### src/rtl/jesd_sysref_sync_ctrl.sv
// jesd_sysref_sync_ctrl: SYSREF synchronise/gate/period-measure and SYNC~ output control
module jesd_sysref_sync_ctrl #(
    parameter int NUM_LINKS   = 2,
    parameter int SYNC_STAGES = 2,
    parameter int PERIOD_W    = 16,
    parameter int LOSS_W      = 8
) (
    input  logic                 clk,
    input  logic                 rst_n,
    input  logic                 sysref_in,
    input  logic                 sysref_mode,
    input  logic                 sysref_arm,
    output logic                 sysref_out,
    output logic                 sysref_captured,
    output logic [PERIOD_W-1:0]  sysref_period,
    output logic                 sysref_period_stable,
    input  logic [NUM_LINKS-1:0] rx_sync,
    input  logic [NUM_LINKS-1:0] sync_inv,
    input  logic                 sync_combine,
    input  logic                 sync_force,
    output logic [NUM_LINKS-1:0] sync_out,
    output logic [LOSS_W-1:0]    link_loss_cnt
);
    typedef enum logic [1:0] {IDLE, ARMED, CAPTURED} state_t;
    localparam logic [PERIOD_W-1:0] CNT_MAX  = '1;
    localparam logic [LOSS_W-1:0]   LOSS_MAX = '1;
    state_t                 state_q, state_d;
    logic [SYNC_STAGES-1:0] sync_q;
    logic                   dly_q, rise, sat;
    logic                   out_q, out_d;
    logic [PERIOD_W-1:0]    cnt_q, cnt_d, period_q, period_d;
    logic                   seen_q, stable_q, stable_d;
    logic [NUM_LINKS-1:0]   sync_out_q, sync_out_d;
    logic                   comb_q, comb_d;
    logic [LOSS_W-1:0]      loss_q, loss_d;
    assign rise = sync_q[SYNC_STAGES-1] & ~dly_q;
    assign sat  = cnt_q == CNT_MAX;
    // One-shot gating FSM; continuous mode parks it in IDLE and passes every rise
    always_comb begin
        state_d = state_q;
        out_d   = 1'b0;
        if (!sysref_mode) begin
            state_d = IDLE;
            out_d   = rise;
        end else begin
            case (state_q)
                IDLE:     state_d = sysref_arm ? ARMED : IDLE;
                ARMED:    begin
                    state_d = rise ? CAPTURED : ARMED;
                    out_d   = rise;
                end
                CAPTURED: state_d = sysref_arm ? ARMED : CAPTURED;
                default:  state_d = IDLE;
            endcase
        end
    end
    // Edge-to-edge period counter; the first edge after reset only starts timing
    always_comb begin
        cnt_d    = rise ? PERIOD_W'(1) : (sat ? cnt_q : cnt_q + PERIOD_W'(1));
        period_d = (rise && seen_q) ? cnt_q : period_q;
        stable_d = (rise && seen_q) ? ((cnt_q == period_q) && !sat) : (sat ? 1'b0 : stable_q);
    end
    // SYNC~ select/force/invert and link-loss detection on the forced AND of all links
    always_comb begin
        for (int l = 0; l < NUM_LINKS; l++)
            sync_out_d[l] = ((sync_combine ? &rx_sync : rx_sync[l]) & ~sync_force) ^ sync_inv[l];
        comb_d = &rx_sync & ~sync_force;
        loss_d = (comb_q && !comb_d && (loss_q != LOSS_MAX)) ? loss_q + LOSS_W'(1) : loss_q;
    end
    // State registers with asynchronous reset
    always_ff @(posedge clk or negedge rst_n) begin
        if (!rst_n) begin
            sync_q     <= '0;
            dly_q      <= 1'b0;
            state_q    <= IDLE;
            out_q      <= 1'b0;
            cnt_q      <= '0;
            period_q   <= '0;
            seen_q     <= 1'b0;
            stable_q   <= 1'b0;
            sync_out_q <= '0;
            comb_q     <= 1'b0;
            loss_q     <= '0;
        end else begin
            sync_q     <= {sync_q[SYNC_STAGES-2:0], sysref_in};
            dly_q      <= sync_q[SYNC_STAGES-1];
            state_q    <= state_d;
            out_q      <= out_d;
            cnt_q      <= cnt_d;
            period_q   <= period_d;
            seen_q     <= seen_q | rise;
            stable_q   <= stable_d;
            sync_out_q <= sync_out_d;
            comb_q     <= comb_d;
            loss_q     <= loss_d;
        end
    end
    assign sysref_out           = out_q;
    assign sysref_captured      = state_q == CAPTURED;
    assign sysref_period        = period_q;
    assign sysref_period_stable = stable_q;
    assign sync_out             = sync_out_q;
    assign link_loss_cnt        = loss_q;
endmodule
### config.mk
export PLATFORM = sky130hd
export DESIGN_NAME = jesd_sysref_sync_ctrl
export DESIGN_NICKNAME = d
export VERILOG_FILES = /design/src/rtl/jesd_sysref_sync_ctrl.sv
export SDC_FILE = /design/constraint.sdc
export NUM_CORES = 1
export LEC_CHECK = 0
export BUFFER_PORTS_ARGS = -buffer_cell sky130_fd_sc_hd__buf_2
export CELL_PAD_IN_SITES_DETAIL_PLACEMENT = 0
export CELL_PAD_IN_SITES_GLOBAL_PLACEMENT = 1
export CORE_MARGIN = 5
export CORE_UTILIZATION = 47
export DETAILED_ROUTE_END_ITERATION = 10
export PLACE_DENSITY_LB_ADDON = 0.1
export SLEW_MARGIN = 20
export SYNTH_ARGS = -nofsm -noshare
export SYNTH_HDL_FRONTEND = slang
export SYNTH_SLANG_ARGS = --single-unit
### constraint.sdc
create_clock -name clk -period 3.9 [get_ports clk]
set_clock_uncertainty 0.1 [all_clocks]
set_input_delay 0.78 -clock clk [delete_from_list [all_inputs] [get_ports clk]]
set_output_delay 0.78 -clock clk [all_outputs]
set_load 0.02 [all_outputs]
# After elaboration in Yosys (flattened, before gate mapping)
# Index checks and enable logic that the tools add are counted.
totals:
  regBits: 51
  output_inout_bits: 29
classes:
  addsub: 2
  n_eq_ne: 6
  n_mux: 13
  n_bitwise: 9
  reduce_logical: 9
ops:
  columns: ["operator", "count"]
  rows:
  - ["$mux W16", 2]
  - ["$add A16 B1 Y16 const B", 1]
  - ["$eq A16 B16 Y1", 1]
  - ["$eq A16 B16 Y1 const B", 1]
  - ["$add A8 B1 Y8 const B", 1]
  - ["$ne A8 B8 Y1 const B", 1]
  - ["$mux W1", 7]
  - ["$mux W2", 3]
  - ["$pmux W2 S3", 1]
  - ["$and A1 B1 Y1", 4]
  - ["$logic_and A1 B1 Y1", 4]
  - ["$eq A2 B1 Y1 const B", 1]
  - ["$eq A2 B2 Y1 const B", 1]
  - ["$logic_not A1 Y1", 2]
  - ["$logic_not A2 Y1", 1]
  - ["$ne A2 B2 Y1 const B", 1]
  - ["$not A1 Y1", 2]
  - ["$reduce_and A2 Y1", 1]
  - ["$reduce_bool A2 Y1", 1]
  - ["$xor A1 B1 Y1", 2]
  - ["$or A1 B1 Y1", 1]

# Depth between registers and ports, before layout
# Gate-level depths: netlist of run 1.
logic_depth:
  word_depth: 5
  mapped_depth: 7
  ltp_nobuf: 6

# Worst setup path after synthesis of run 1
# OpenSTA, ideal clock, no wires.
synth_timing:
  kind: "input port to flip-flop"
  start: "in sync_force"
  end: "reg loss_q[5], in the netlist link_loss_cnt[5]"
  arrival_ps: 1617
  required_time_ps: 3669
  setup_slack_ps: 2052
  stages: 5
  n_path_buf: 0
  cell_sequence: "nand3b_1 > o211a_1 > and4_1 > nand3_1 > xnor2_1"
synth_via:
  elab_chain_len: 5
synth_lines:
  columns: ["item", "line", "text"]
  rows:
  - ["start, declared", "20", "input logic sync_force,"]
  - ["$not A1 Y1", "67", "comb_d = &rx_sync & ~sync_force;"]
  - ["$and A1 B1 Y1", "67", null]
  - ["$logic_not A1 Y1", "68", "loss_d = (comb_q && !comb_d && (loss_q != LOSS_MAX)) ? loss_q + LOSS_W'(1) : loss_q;"]
  - ["$logic_and A1 B1 Y1 (2 in a row)", "68", null]
  - ["end signal, assigned", "95", "loss_q <= loss_d;"]
  - ["end, declared", "35", "logic [LOSS_W-1:0] loss_q, loss_d;"]
# No other way between the ends.
# A chain may end at the register's enable or synchronous reset.

# Final worst setup path of run 1
layout_timing:
  start: "reg state_q[0]"
  end: "out sysref_captured"
layout_via:
  elab_chain_len: 1
layout_lines:
  columns: ["item", "line", "text"]
  rows:
  - ["start, declared", "27", "state_t state_q, state_d;"]
  - ["start signal, assigned", "87", "state_q <= state_d;"]
  - ["$eq A2 B2 Y1", "99", "assign sysref_captured = state_q == CAPTURED;"]
  - ["end, declared", "14", "output logic sysref_captured,"]
# No other way between the ends.

==> summary.txt, run 1 <==
Die
  – Die H: around 82 um
  – I/O pins: 40
  – Effective utilization at floorplan: between 40% and 50%
  – Core Footprint: approximately 5100 um^2
  – Die area: between 6000 and 7000 um^2
  – DIE WIDTH: between 80 and 90 um
  – Std-Cell Rows: 26

Synth
  – Seq cells post-synth: around 50
  – Area share of fa/ha/maj cells after synthesis: a little over 1%
  – Post-synth ARST share: 100%
  – Synthesized Nets: 227
  – Largest family of logic cells by synthesized area: simple AND/OR/NAND/NOR gates
  – Mux contribution to synthesized area: between 8 and 9%
  – Synth Area in Simple Gates: 18.8%
  – Cells after synthesis: 214
  – Seq/Total Area, Yosys: a little over half
  – Cell Area, Synth: around 2400 um^2
  – Top_reg_cell synth: dfrtp_1
  – XOR/XNOR Fraction of Synth Area: 11.8%
  – Yosys cell types: 37
  – Synth Area in Compound Gates: about 3.7%
  – Post-synthesis average cell area: about 11 um^2
  – Yosys warnings: 0
  – Number of synthesized flops with an enable pin: 0

Place
  – Placed cells: about 310
  – Port-buffer cells: 39
  – GP Congestion: approximately 0.76
  – HPWL Detailed: between 3000 and 4000 um
  – Post-placement setup slack: approximately 1.9 ns

Clock tree
  – Num CTS Buffers: 5
  – H-tree Lvls: 2
  – # hold bufs at CTS: 0
  – Total clock sinks: 51
  – Postcts setup bufs: 0
  – Clock root buffer master: clkbuf_8
  – Clock transition at path regs: 0.08 ns
  – # resized after CTS: 0
  – Worst skew pair latency: ~0.3 ns
  – CTS tree: built
  – Clock tree buffer depth: 2

Layout
  – Final Non-Filler Cells: ~320
  – Ratio of cells with drive above 1 in the final layout: roughly 28%
  – Reg area: 1280 um^2
  – Multi-input gate area: between 1000 and 1500 um^2
  – Layout area overhead: 12.2%
  – Final #Nets: between 200 and 300
  – Fillers: about 500
  – Ant diodes: 0
  – Fin util: between 50% and 60%

Power
  – Total chip power: 1280 uW
  – Lkg Pwr: about 0.0014 uW
  – Pwr Density: 465 nW/um^2
  – Peak VDD IR: 283 uV

Worst setup path
  – Worst endpoint required time: 3.02 ns
  – Crit Path Max Fanout: 3
  – Crit path kind: register to output pin
  – Crit path DAT: around 1.0 ns
  – Critical path capture point type: output pin
  – Crit start category: register

STA
  – Final worst slack: ~2.0 ns
  – Unrepaired setup endpoints after global routing: false
  – Period minus WS final: roughly 1.9 ns
  – Fin. max-slew vios: 0
  – TNS Setup: 0 ns
  – Final Cycle Share: about half
  – Worst-Margin Slew: 0.823 ns
  – Final hold vios: 0
  – Slew Limit Headroom: between 40% and 50%
  – Fmax: around 520 MHz
  – Final setup viols: 0

Drt
  – Routed via count: ~1.7k
  – Wirelength per Cell: 14.4 um
  – DRT iter0 DRCs: 65
  – Via density: about 5.1
  – DRC viols: 0
  – Post-route ant nets: 0
  – Post-Route WL: 4610 um
  – First-pass DRT Iterations: 4

Global routing
  – Largest net degree at the start of global routing: 38
  – Initial antenna violation count: 0
  – Tot GR Track Use: approximately 16%
  – First-pass GRT wire length: a little under 8000 um
  – Vias in the first global route: between 1.5k and 2k
  – Overflow after GRT: 0

Run status
  – Outcome: completed

Hold path
  – Hold Crit Class: register to register

Flow run
  – MaxCap Viol Count: 0
through the flow:
step	hold WS [ns]	area [um^2]
floorplan	0.231	2450
global placement	0.234	2660
detailed placement	0.237	2660
CTS	0.258	2750
global route	0.280	2750
finish	0.254	2750
kinds of logic (layout without fill, tap and decap cells):
family,Yosys count,after routing
xor+xnor,33,33
buf+inv,14,51
compound gates,14,14
fa+ha+maj,2,2
simple gates,81,81
mux,19,19
flops,51,51
critical path: stages, from the launching register on:
cell,delay [ns]
dfrtp_1,0.40
nor2b_1,0.15
buf_2,0.19
flip-flops by register name (all words and copies together) (netlist names):
name / flops
sysref_period_stable: 1
seen_q: 1
sync_q: 2
sync_out: 2
state_q: 2
sysref_period: 16
dly_q: 1
comb_q: 1
link_loss_cnt: 8
sysref_out: 1
cnt_q: 16
per-layer routing:
| metal | global-route usage [%] | part of all wire [%] |
|---|---|---|
| met5 | 0 | 0 |
| met4 | 4.49 | 1.2 |
| met3 | 4.77 | 5.6 |
| met2 | 26.8 | 49 |
| met1 | 18.6 | 44 |
path summary, 6_finish.rpt:
path | start | cells past startpoint | end | slack [ns]
setup reg to reg | cnt_q[1] | 5 | cnt_q[12] | 2.01
max in group asynchronous | rst_n | 2 | sysref_period[11] | 2.51
min in group asynchronous | rst_n | 1 | sysref_period[1] | 0.47
hold / removal | sync_q[0] | 0 | sync_q[1] | 0.25
setup / recovery | state_q[0] | 2 | sysref_captured | 1.99
hold reg to reg | sync_q[0] | 0 | sync_q[1] | 0.25
placed cells by master, fill, tap and decap left out, types with 3 or more instances in the layout:
master and count:
xor2_1 20, nand3b_1 3, nand4_1 11, clkbuf_8 6
inv_1 3, and2_1 3, xnor2_1 13, buf_2 39
mux2_2 16, nand2b_1 6, a21oi_1 5, mux2i_1 3
nor2b_1 3, and3_1 3, and4_1 4, dfrtp_1 51
nor2_1 16, nand2_1 13, nand3_1 7
where the power goes:
part           switching (uW)  internal, uW  leakage (uW)
Sequential               87.6           596      0.000673
Clock                     165           140     0.0000470
Combinational             163           125      0.000693
Total                     416           860       0.00141
synthesized netlist by cell type, types with 5 or more instances:
cell | count | share of area (%)
a21oi_1 | 5 | 1.0
buf_6 | 5 | 2.3
dfrtp_1 | 51 | 52
mux2_2 | 16 | 7.4
nand2_1 | 13 | 2.0
nand2b_1 | 6 | 1.5
nand3_1 | 7 | 1.4
nand4_1 | 11 | 2.8
nor2_1 | 16 | 2.5
xnor2_1 | 13 | 4.7
xor2_1 | 20 | 7.2
cell type report:
type                       instances  area share, %
clock buffer                       6           3.01
inverter                           3          0.410
timing repair buffer              41           7.65
clock inverter                     1          0.182
sequential                        51           46.5
multi-input combinational        149           39.1
tap                               70           3.19
No activity file was read; power rests on OpenSTA's default activity.
==> inputs of run 2 (changes only) <==
- CORE_UTILIZATION: 47 -> 40
- clock period: 3.9 -> 1.74 ns (I/O delays scaled with it)
==> summary.txt, run 2 (synthesis results as in run 1) <==
Run status
  – Outcome: completed

Drt
  – Post-Route WL: 5060 um (+9.8%)
  – Post-route ant nets: 0 (unchanged)
  – Routed via count: 1718 (+3.9%)
  – Wirelength per Cell: 14.5 um (+1.3%)
  – Via density: 4.94 (-4.1%)
  – DRT iter0 DRCs: 93 (+43%)
  – First-pass DRT Iterations: 4 (unchanged)
  – DRC viols: 0 (unchanged)

Worst setup path
  – Crit start category: register
  – Critical path capture point type: register
  – Crit path kind: register to register
  – Worst endpoint required time: 1.87 ns (-1.15 ns)
  – Crit path DAT: 1.74 ns (+0.71 ns)
  – Crit Path Max Fanout: 6 (+3)

Layout
  – Ratio of cells with drive above 1 in the final layout: 34.8% (+6.5 points)
  – Final #Nets: 285 (+8.0%)
  – Layout area overhead: 21.8%
  – Fin util: 50.4% (-3.7 points)
  – Ant diodes: 0 (unchanged)
  – Most frequent cells in the layout: 51 x dfrtp_1, 39 x buf_2, 20 x xor2_1, 20 x buf_4
  – Design Area, Final: 2980 um^2 (+8.6%)
  – Most common cell after layout, fill and taps aside: dfrtp_1
  – Final Non-Filler Cells: 348 (+8.4%)

Clock tree
  – Clock transition at path regs: 0.09 ns (about the same)
  – Clock root buffer master: clkbuf_8
  – CTS tree: built
  – Worst skew pair latency: 0.30 ns (about the same)
  – Total clock sinks: 51 (unchanged)
  – H-tree Lvls: 2 (unchanged)
  – Num CTS Buffers: 5 (unchanged)
  – Clock tree buffer depth: 2 (unchanged)

Power
  – Pwr Density: 1050 nW/um^2 (+130%)
  – Peak VDD IR: 658 uV (+130%)
  – Lkg Pwr: 0.00155 uW (+9.9%)

Place
  – Placed cells: 337 (+7.3%)
  – HPWL Detailed: 3720 um (+11%)
  – Post-Place Cell Area: 2830 um^2 (+6.3%)
  – Port-buffer cells: 39 (unchanged)
  – GP Congestion: 0.753 (-0.97%)

Die
  – I/O pins: 40 (unchanged)
  – Effective utilization at floorplan: 41.4% (-6.9 points)
  – Die area: 7790 um^2 (+15%)
  – Die H: 88.2 um (+7.4%)
  – DIE WIDTH: 88.2 um (+7.4%)
  – Std-Cell Rows: 28 (+7.7%)
  – Core Footprint: 5920 um^2 (+17%)

Global routing
  – Initial antenna violation count: 0 (unchanged)
  – First-pass GRT wire length: 8600 um (+8.8%)
  – Overflow after GRT: 0 (unchanged)
  – Largest net degree at the start of global routing: 38 (unchanged)
  – Vias in the first global route: 1768 (+3.7%)
  – Tot GR Track Use: 14.1% (-1.4 points)

Flow run
  – MaxCap Viol Count: 0 (unchanged)

STA
  – Worst-Margin Slew: 0.378 ns (-0.445 ns)
  – Fmax: between 600 and 700 MHz
  – TNS Setup: 0 ns (unchanged)
  – Fin. max-slew vios: 0 (unchanged)
  – Final hold vios: 0 (unchanged)
  – Slew Limit Headroom: 74.8% (+30 points)
  – Final setup viols: 0 (unchanged)
  – Final Cycle Share: around 93%
  – Period minus WS final: between 1.5 and 2 ns
  – Unrepaired setup endpoints after global routing: false

Hold path
  – Hold Crit Class: input pin to register
run 2: layer usage:
metal	share of wire, %	wire (um)	GRT usage [%]	up-vias
li1	-	-	-	859
met1	49	2490	19.6	821
met2	45	2280	22.2	32
met3	4.6	232	3.45	6
met4	1.2	62	3.71	0
met5	0	0	0	-
run 2: power breakdown:
part	total, uW	switching, uW	internal [uW]
clock	857	392	466
combinational	792	433	360
sequential	1490	158	1340
total	3140	982	2160
run 2: worst paths after layout:
| check | start | to | slack (ns) | cells past startpoint |
|---|---|---|---|---|
| setup / recovery | cnt_q[0] | cnt_q[5] | 0.13 | 5 |
| hold / removal | sysref_in | sync_q[0] | 0.05 | 1 |
| setup reg to reg | cnt_q[0] | cnt_q[5] | 0.13 | 5 |
| hold reg to reg | sync_q[0] | sync_q[1] | 0.26 | 0 |
| max in group asynchronous | rst_n | cnt_q[9] | 0.63 | 3 |
| min in group asynchronous | rst_n | sysref_period[15] | 0.39 | 2 |
run 2: timing repair:
action | 4_1_cts | 5_1_grt
cloned | 0 | 0
setup buffers | 0 | 2
hold buffers | 1 | 0
gates resized for setup | 1 | 4
endpoints found under the hold margin | 14 | 0
setup endpoints to repair | 1 | 10
pin swaps | 0 | 0
run 2: cell type report:
class / instances / area (um^2)
clock inverter: 2 / 35.0
timing repair buffer: 62 / 395
multi-input combinational: 149 / 1090
inverter: 3 / 11.3
sequential: 51 / 1280
clock buffer: 6 / 82.6
fill: 574 / 2940
tap: 75 / 93.8
run 2: metrics by stage:
step                total power, uW  hold slack, ns  worst slack (ns)
finish                         3140          0.0481             0.129
global route                   3350          0.0292            0.0168
CTS                            3150          0.0328            0.0169
detailed placement             2280           0.191            0.0190
global placement               2280           0.188            0.0437
floorplan                      2000         -0.0476           0.00119
run 2: worst max-delay path, stage by stage, from the launching register on:
cell     delay (ns)
dfrtp_1        0.39
ha_2           0.21
and4_4         0.22
and4_4         0.17
or3_1          0.30
a21oi_1        0.15
==> inputs of run 3 (changes only) <==
- CTS_CLUSTER_SIZE: default -> 40
- GPL_ROUTABILITY_DRIVEN: default -> 0
- SETUP_SLACK_MARGIN: default -> 0.15
==> summary.txt, run 3 (synthesis results as in run 1) <==
STA
  – Final Cycle Share: 90.6% (-2.0 points)
  – Period minus WS final: 1.58 ns (-0.0340 ns)
  – Unrepaired setup endpoints after global routing: true
  – Final worst slack: 0.163 ns (+0.0340 ns)
  – Worst-Margin Slew: 0.312 ns (-0.0661 ns)
  – Slew Limit Headroom: 79.0% (+4.2 points)
  – TNS Setup: 0 ns (unchanged)
  – Fin. max-slew vios: 0 (unchanged)
  – Final hold vios: 0 (unchanged)
  – Fmax: 634 MHz (+2.2%)
  – Final setup viols: 0 (unchanged)

Power
  – Peak VDD IR: 553 uV (-16%)
  – Lkg Pwr: 0.00152 uW (-2.2%)
  – Pwr Density: 995 nW/um^2 (-5.6%)

Worst setup path
  – Worst endpoint required time: 1.83 ns (-0.04 ns)
  – Crit path kind: register to register
  – CP peak stage delay: 0.40 ns (about the same)
  – Worst r2r path cells: 6 (+1)
  – Slowest CP cell: dfrtp_1
  – Crit start category: register
  – Critical path capture point type: register
  – Crit path DAT: 1.67 ns (-0.07 ns)
  – Crit Path Max Fanout: 5 (-1)
  – CP cell instances: buf_4 > and3_1 > and4_4 > nand4_1 > xor2_1 > nor2_1

Hold path
  – Hold Path Depth: 1 (unchanged)
  – Hold Crit Class: input pin to register

Place
  – Post-Place Cell Area: 2820 um^2 (-0.18%)
  – HPWL Detailed: 3540 um (-4.6%)
  – Port-buffer cells: 39 (unchanged)
  – Post-placement setup slack: 0.0772 ns (+0.0582 ns)

Layout
  – Most common cell after layout, fill and taps aside: dfrtp_1
  – Design Area, Final: 3000 um^2 (+0.63%)
  – Layout area overhead: 22.6%
  – Most frequent cells in the layout: 46 x dfrtp_1, 39 x buf_2, 22 x buf_4
  – Ant diodes: 0 (unchanged)
  – Final #Nets: 286 (+0.35%)
  – Fin util: 50.7% (+0.32 points)
  – Ratio of cells with drive above 1 in the final layout: 39.1% (+4.3 points)

Die
  – DIE WIDTH: 88.2 um (unchanged)
  – Die area: 7790 um^2 (unchanged)
  – Std-Cell Rows: 28 (unchanged)
  – Core Footprint: 5920 um^2 (unchanged)
  – Die H: 88.2 um (unchanged)
  – I/O pins: 40 (unchanged)
  – Effective utilization at floorplan: 41.4% (unchanged)

Drt
  – Routed via count: 1741 (+1.3%)
  – Post-Route WL: 5030 um (-0.55%)
  – First-pass DRT Iterations: 4 (unchanged)
  – DRC viols: 0 (unchanged)
  – DRT iter0 DRCs: 48 (-48%)
  – Via density: 4.99 (+1.0%)
  – Post-route ant nets: 0 (unchanged)
  – Wirelength per Cell: 14.4 um (-0.84%)

Clock tree
  – CTS tree: built
  – Clock root buffer master: clkbuf_8
  – Clock transition at path regs: 0.08 ns (about the same)
  – Clock tree buffer depth: 2 (unchanged)
  – Worst skew pair latency: 0.30 ns (about the same)
  – Total clock sinks: 51 (unchanged)
  – Num CTS Buffers: 5 (unchanged)
  – H-tree Lvls: 2 (unchanged)

Flow run
  – MaxCap Viol Count: 0 (unchanged)

Global routing
  – Tot GR Track Use: 13.9% (-0.19 points)
  – Vias in the first global route: 1754 (-0.79%)
  – Largest net degree at the start of global routing: 52 (+37%)
  – First-pass GRT wire length: 8450 um (-1.7%)
  – Initial antenna violation count: 0 (unchanged)
  – Overflow after GRT: 0 (unchanged)

Run status
  – Outcome: completed
[run 3: changes by cell type in the layout (fill, tap and decap cells not counted), sizes merged]
cell / change
bufinv: -1
clkbuf: +1
buf: +1
[run 3: report_power, final]
part / switching (uW) / leakage (uW) / total (uW) / internal (uW)
clock: 377 / 0.0000422 / 660 / 283
sequential: 175 / 0.000666 / 1520 / 1340
combinational: 435 / 0.000811 / 809 / 375
[run 3: path summary, 6_finish.rpt]
| kind | from | end | slack (ns) |
|---|---|---|---|
| max in group asynchronous | rst_n | cnt_q[3] | 0.83 |
| max reg2reg | cnt_q[0] | cnt_q[11] | 0.16 |
| min | sysref_in | sync_q[0] | 0.05 |
| min reg2reg | sync_q[0] | sync_q[1] | 0.25 |
| min in group asynchronous | rst_n | sysref_period[1] | 0.46 |
| max | cnt_q[0] | cnt_q[11] | 0.16 |
[run 3: final cells by class]
| type | instances | area (um^2) |
|---|---|---|
| Fill cell | 559 | 2920 |
| Multi-Input combinational cell | 149 | 1140 |
| Tap cell | 75 | 93.8 |
| Timing Repair Buffer | 63 | 390 |
| Clock buffer | 7 | 76.3 |
| Sequential cell | 51 | 1280 |
| Inverter | 3 | 11.3 |
| Clock inverter | 1 | 5.00 |
[run 3: per-layer routing]
layer  share of wire [%]  global-route usage (%)  wire length (um)
met2                  47                    23.0              2360
met5                   0                       0                 0
met4                 1.4                    4.12                72
met3                 4.7                    3.45               239
met1                  47                    18.1              2360
[run 3: metrics by stage]
step	cells	total power, uW	hold slack [ns]
5_1_grt	349	3190	0.0425
6_report	349	2990	0.0499
3_5_place_dp	334	2310	0.235
2_1_floorplan	214	2040	-0.0476
3_3_place_gp	334	2310	0.236
4_1_cts	343	3000	0.0381
[run 3: what timing repair did]
action                     CTS  global route
hold endpoints to repair    51             0
hold buffers                 1             0
setup endpoints to repair   12            17
pin swaps                    0             9
resized for setup            8             8
buffers inserted             0             6
[run 3: critical path, delay by kind of cell, from the launching register on]
family | cells | cell delay, ns
xor gates and xnor gates | 1 | 0.18
buffers and inverters | 1 | 0.17
DFF | 1 | 0.40
and+or+nand+nor | 4 | 0.62
